## config.mk

```make
export PLATFORM = sky130hd
export DESIGN_NAME = ram16k_burst_ctrl
export DESIGN_NICKNAME = d
export VERILOG_FILES = /design/src/rtl/ram_ctrl_pkg.sv /design/src/rtl/ram16k_burst_ctrl.sv
export SDC_FILE = /design/constraint.sdc
export NUM_CORES = 1
export LEC_CHECK = 0
export BUFFER_PORTS_ARGS = -buffer_cell sky130_fd_sc_hd__buf_4
export CORE_MARGIN = 3
export CORE_UTILIZATION = 51
export CTS_BUF_LIST = sky130_fd_sc_hd__clkbuf_16
export DETAILED_ROUTE_END_ITERATION = 12
export MAX_ROUTING_LAYER = met4
export PLACE_DENSITY = 0.86
export SLEW_MARGIN = 20
export SYNTH_ARGS = -nofsm -noshare
export SYNTH_HDL_FRONTEND = slang
export SYNTH_SLANG_ARGS = --single-unit
```

## constraint.sdc

```tcl
create_clock -name clk -period 5.5 [get_ports clk]
set_input_delay 0.275 -clock clk [delete_from_list [all_inputs] [get_ports clk]]
set_output_delay 0.275 -clock clk [all_outputs]
set_load 0.02 [all_outputs]
```

## src/rtl/ram_ctrl_pkg.sv

```systemverilog
// Shared constants and state encoding for the 16K x 16 RAM burst sequencer.
// CLEAR exists only when CLEAR_CMD_EN is defined.
package ram_ctrl_pkg;

   localparam int unsigned ADDR_W = 14;
   localparam int unsigned DATA_W = 16;

   typedef enum logic [1:0] {
      IDLE  = 2'd0,
      WRITE = 2'd1,
      READ  = 2'd2
`ifdef CLEAR_CMD_EN
      ,
      CLEAR = 2'd3
`endif
   } state_e;

endpackage : ram_ctrl_pkg

```

## src/rtl/ram16k_burst_ctrl.sv

```systemverilog
// Burst sequencer for the 16K x 16 RAM: one word per cycle, wrapping address, valid/ready streams.
// Optional CLEAR_CMD_EN adds a cmd_clr input that zero-fills a burst without using the write stream.
module ram16k_burst_ctrl #(
   parameter int unsigned LEN_W  = 14,
   parameter int unsigned ADDR_W = ram_ctrl_pkg::ADDR_W,
   parameter int unsigned DATA_W = ram_ctrl_pkg::DATA_W
) (
   input  logic              clk,
   input  logic              rst_n,
   input  logic              cmd_valid,
   output logic              cmd_ready,
   input  logic              cmd_rw,
`ifdef CLEAR_CMD_EN
   input  logic              cmd_clr,
`endif
   input  logic [ADDR_W-1:0] cmd_addr,
   input  logic [LEN_W-1:0]  cmd_len,
   input  logic              wr_valid,
   output logic              wr_ready,
   input  logic [DATA_W-1:0] wr_data,
   output logic              rd_valid,
   input  logic              rd_ready,
   output logic [DATA_W-1:0] rd_data,
   output logic              busy,
   output logic              ram_en,
   output logic              ram_rw,
   output logic [ADDR_W-1:0] ram_address,
   output logic [DATA_W-1:0] ram_in,
   input  logic [DATA_W-1:0] ram_out
);

   import ram_ctrl_pkg::*;

   state_e              state_q, state_d;
   logic [ADDR_W-1:0]   addr_q, addr_d;
   logic [LEN_W-1:0]    remain_q, remain_d;
   logic                rd_valid_q, rd_valid_d;
   logic [DATA_W-1:0]   rd_data_q, rd_data_d;
   logic                advance;

   always_comb begin
      state_d     = state_q;
      addr_d      = addr_q;
      remain_d    = remain_q;
      rd_valid_d  = rd_valid_q;
      rd_data_d   = rd_data_q;
      advance     = 1'b0;
      cmd_ready   = 1'b0;
      wr_ready    = 1'b0;
      ram_en      = 1'b0;
      ram_rw      = 1'b0;
      ram_in      = '0;

      // A taken read word frees the slot; a capture below may refill it in the same cycle.
      if (rd_valid_q && rd_ready) begin
         rd_valid_d = 1'b0;
      end

      case (state_q)
         IDLE: begin
            cmd_ready = 1'b1;
            if (cmd_valid) begin
               addr_d   = cmd_addr;
               remain_d = cmd_len;
`ifdef CLEAR_CMD_EN
               if (cmd_clr) begin
                  state_d = CLEAR;
               end else
`endif
               if (cmd_rw) begin
                  state_d = WRITE;
               end else begin
                  state_d = READ;
               end
            end
         end

         WRITE: begin
            wr_ready = 1'b1;
            ram_en   = wr_valid;
            ram_rw   = wr_valid;
            ram_in   = wr_data;
            advance  = wr_valid;
         end

         READ: begin
            ram_en = 1'b1;
            if (!rd_valid_q || rd_ready) begin
               rd_data_d  = ram_out;
               rd_valid_d = 1'b1;
               advance    = 1'b1;
            end
         end

`ifdef CLEAR_CMD_EN
         CLEAR: begin
            ram_en  = 1'b1;
            ram_rw  = 1'b1;
            advance = 1'b1;
         end
`endif

         default: begin
            state_d = IDLE;
         end
      endcase

      if (advance) begin
         addr_d   = addr_q + ADDR_W'(1);
         remain_d = remain_q - LEN_W'(1);
         if (remain_q == '0) begin
            state_d = IDLE;
         end
      end
   end

   always_ff @(posedge clk or negedge rst_n) begin
      if (!rst_n) begin
         state_q    <= IDLE;
         addr_q     <= '0;
         remain_q   <= '0;
         rd_valid_q <= 1'b0;
         rd_data_q  <= '0;
      end else begin
         state_q    <= state_d;
         addr_q     <= addr_d;
         remain_q   <= remain_d;
         rd_valid_q <= rd_valid_d;
         rd_data_q  <= rd_data_d;
      end
   end

   assign ram_address = addr_q;
   assign busy        = (state_q != IDLE);
   assign rd_valid    = rd_valid_q;
   assign rd_data     = rd_data_q;

endmodule : ram16k_burst_ctrl

```

Yosys cells after proc, flatten, opt, wreduce, memory -nomap -nowiden:

Cells that the tools add are included.

* flip-flop bits (word level): 47
* output and inout port bits: 52
* logic and storage cells: 41

* add/sub/neg operators: 2
* equal/unequal tests: 2
* multiplexer cells: 21
* reduce and logical (&&, ||, !) cells: 11

Operator list (count)
* $mux 14: 6
* $mux 16: 1
* $add 14x1->14 const B: 1
* $logic_not 14->1: 1
* $sub 14x1->14 const B: 1
* $mux 2: 4
* $mux 1: 7
* $reduce_bool 2->1: 3
* $pmux 1 s2: 2
* $pmux 2 s2: 1
* $reduce_and 2->1: 2
* $eq 2x1->1 const B: 1
* $eq 2x2->1 const B: 1
* $logic_not 2->1: 1
* $reduce_or 2->1: 1
* $logic_and 1x1->1: 1
* $logic_not 1->1: 1
* $logic_or 1x1->1: 1

Longest topological paths before layout:

* depth in word-level cells: 6
* mapped depth: 8

Worst setup path after synthesis:

OpenSTA, ideal clock, no wires.

* path kind: register to register
* from: register state_q[0]
* to: register addr_q[13] (netlist: ram_address[13])
* setup time: 87 ps
* arrival time: 1877 ps
* path slack: 3536 ps
* cell stages (with the launch flop): 8
* path buffers: 1
* clock period less this slack: 1964 ps
* cell sequence: dfrtp_1 > inv_1 > ha_1 > and3_4 > a311oi_2 > buf_6 > nor3_2 > a211oi_2

* longest elaborated chain between the ends: 4
* elaborated cells on any way between the ends: 8
* those cells by class: eq/ne: 2; mux: 2; reduce/logical: 4

Ends and longest elaborated chain
* start: declaration: line ram16k_burst_ctrl.sv:34 `state_e state_q, state_d;`
* start signal: assignment: line ram16k_burst_ctrl.sv:125 `state_q <= state_d;`
* $eq 2x2->1 / $eq 2x1->1 (equally long branches): line ram16k_burst_ctrl.sv:59 `case (state_q)`
* $pmux 1 s2: line ram16k_burst_ctrl.sv:59
* $reduce_bool 2->1 (no line)
* $reduce_and 2->1 (no line)
* end signal: assignment: line ram16k_burst_ctrl.sv:126 `addr_q <= addr_d;`
* end: declaration: line ram16k_burst_ctrl.sv:35 `logic [ADDR_W-1:0] addr_q, addr_d;`

Several ways; a longest one is shown, not always the timed one.
A chain may end at the register's enable or synchronous reset.

Worst setup path after layout:

* from: register state_q[0]
* to: register addr_q[12] (netlist: ram_address[12])

The elaborated chain is that of the path after synthesis.

==> metrics.txt <==
Max VDD drop 0.000370 V; clock skew 0.00566 ns; Pins Over Slew Limit 0; flops & latches, synth 47; Syn Area/Cell 9.89 um^2; Layout fillers 364; CP startpoint kind flop; reg2reg start state_q[0]$_DFF_PN0_; Final nets 450; iteration count of the initial detailed-routing pass 5; cts hold-fix bufs 0; clk root buf clkbuf_16; later-pin clock latency in the skew report 0.29 ns; Max Cap Viol 0; Async S/R FF share, synth 1.00; Num CTS Buffers 5; port buffer count 117; CP cell instances inv_1 > ha_1 > and3_4 > a31oi_4 > nand2_1 > o221a_2; commonest non-fill, non-tap cells in the layout buf_4, dfrtp_1, nand2_1; DRT antenna net count 0; area of the multi-input gates 1330 um^2; CTS H-tree lvls 2; worst rel slew slack 0.525; DR WL met3 568 um; final period utilization 0.502; Layout area overhead 40.9%; Starting Density 0.538; violated checks hold timing; post-synthesis sequential area ratio 0.454; uppermost layer routed met4; # setup viols final 0; Worst Path Arrival 2.95 ns; Crit-path slowest cell a31oi_4; DRT met1 WL 2.86 mm; top cell type's share of synthesized area 0.454; Via density 5.64; diode count 0; I/O pin count 118; Post-DP HPWL 5.26 mm; Worst Setup End Kind flop; largest net degree at the start of global routing 48; RSZ-0062 raised after global routing no; setup slack, reg-to-reg 2.74 ns; Final min period 2.76 ns; vias after detailed routing 2516; crit path kind reg -> reg; Post-synth EDFFs 0; cells after synthesis 262; pwr dens 604 nW/um^2; wire length on met2 3.50 mm; first-pass GRT wire length 11.7 mm; FP Rows 25; synth warn 0; status finished with violations; Hold WS -0.00825 ns; Post-CTS Resized 0; Worst Hold Class in -> async; DR WL/cell 16.0 um; main flop type after synthesis dfrtp_1; post-synthesis net count 334; Reg2Reg Capture Point ram_address[12]$_DFFE_PN0P_; Reg2Reg Depth 6; Non-Filler Instances 446; Sequential Area 1180 um^2; die width 77.3 um; unique cell type count in the Yosys netlist 42; final wirelength 7.11 mm; TNS Setup 0 ns; Synth area leader dfrtp_1; Fin. Hold Viols 15; Crit Path Max Fanout 24; initial antenna violation count 0; CTS Sinks 47; Routability Congestion 0.839; initial drt markers 175; Core Box Area 4820 um^2; top post-synthesis cells by area dfrtp_1, mux2_2, and2_1, nand2_1, nand3_1; Worst-Margin Slew 0.713 ns; CTS tree done; clk buf depth 2; clock-pin slew on the worst setup and hold paths 0.07 ns; vias in the first global route 2489; DRC violations left 0; # Post-CTS Setup Buffers 0; total grt overflow 0; share of cells above drive strength 1 0.417; Cell Area, Synth 2590 um^2; placed insts 438; Die Ht 77.3 um; worst path required time 5.68 ns; DIE AREA 5970 um^2; static leakage power 0.00166 uW; Crit path largest cell delay 0.58 ns; Fmax 362 MHz; GRT Util Overall 0.255; most common cell after layout, fill and taps aside buf_4
logic make-up after synthesis:
group,after synthesis,synth area share
adders and majority gates,6,0.0290
muxes,16,0.0696
and+or+nand+nor,119,0.258
DFF,47,0.454
AOI/OAI and AO/OA,58,0.157
buffers and inverters,16,0.0314
Yosys cell counts, types with 2 or more instances:
library cell and number:
nand4_1 5, ha_1 6, nor2_1 24, nor3_1 7, nand2_1 25, o211ai_1 6, clkbuf_1 2, nor4_1 3
nand2b_1 2, a211oi_1 8, inv_1 7, dfrtp_1 47, nand3_1 18, and3_1 4, buf_2 5, o21ai_1 3
buf_6 2, nor4_4 3, o221a_2 2, and2_1 18, nor3b_1 2, a21oi_1 15, o21ai_0 12, a221o_2 3
mux2_2 16
final cells by class:
type / count / share of cell area
multi-input cells: 199 / 0.365
flip-flops and latches: 47 / 0.322
repair buffers: 118 / 0.243
clock buffers: 5 / 0.0343
well taps: 67 / 0.0230
inverters: 7 / 0.00720
clock inverters: 3 / 0.00549
sequential cells by signal, indices dropped and copies added, names as in the netlist:
name	count
ram_address	14
rd_data	16
rd_valid	1
remain_q	14
state_q	2
per-layer routing:
metal / GRT usage / vias to the layer above
met1: 0.313 / 1192
li1: - / 1185
met2: 0.406 / 118
met4: 0.0961 / 0
met5: - / -
met3: 0.0634 / 21
critical path, delay by kind of cell (launching register included):
kind	cells	cell delay, ns
fa+ha+maj	1	0.39
compound gates	2	1.02
flops	1	0.37
buf+inv	1	0.09
simple gates	2	0.79
worst max path at each step:
stage	to	start
after global routing	remain_q[13]$_DFFE_PN0P_	state_q[0]$_DFF_PN0_
after floorplan	ram_address[13]$_DFFE_PN0P_	state_q[0]$_DFF_PN0_
after CTS	ram_address[12]$_DFFE_PN0P_	state_q[0]$_DFF_PN0_
after detailed placement	ram_address[12]$_DFFE_PN0P_	state_q[0]$_DFF_PN0_
after global placement	ram_address[12]$_DFFE_PN0P_	state_q[0]$_DFF_PN0_
final	ram_address[12]$_DFFE_PN0P_	state_q[0]$_DFF_PN0_
where the power goes:
group | switching, uW | total (uW) | internal [uW]
logic | 685 | 1210 | 527
registers | 174 | 691 | 517
clock network | 133 | 300 | 168
per-stage QoR:
stage / worst slack [ns] / utilization / total power, uW / cell area [um^2]
finish: 2.74 / 0.758 / 2200 / 3650
global route: 2.54 / 0.758 / 2350 / 3650
CTS: 2.73 / 0.758 / 2210 / 3650
detailed placement: 2.74 / 0.728 / 1900 / 3500
global placement: 2.83 / 0.728 / 1850 / 3500
floorplan: 3.54 / - / 1470 / 2590
Note: power is estimated with default switching activity, not from simulation.
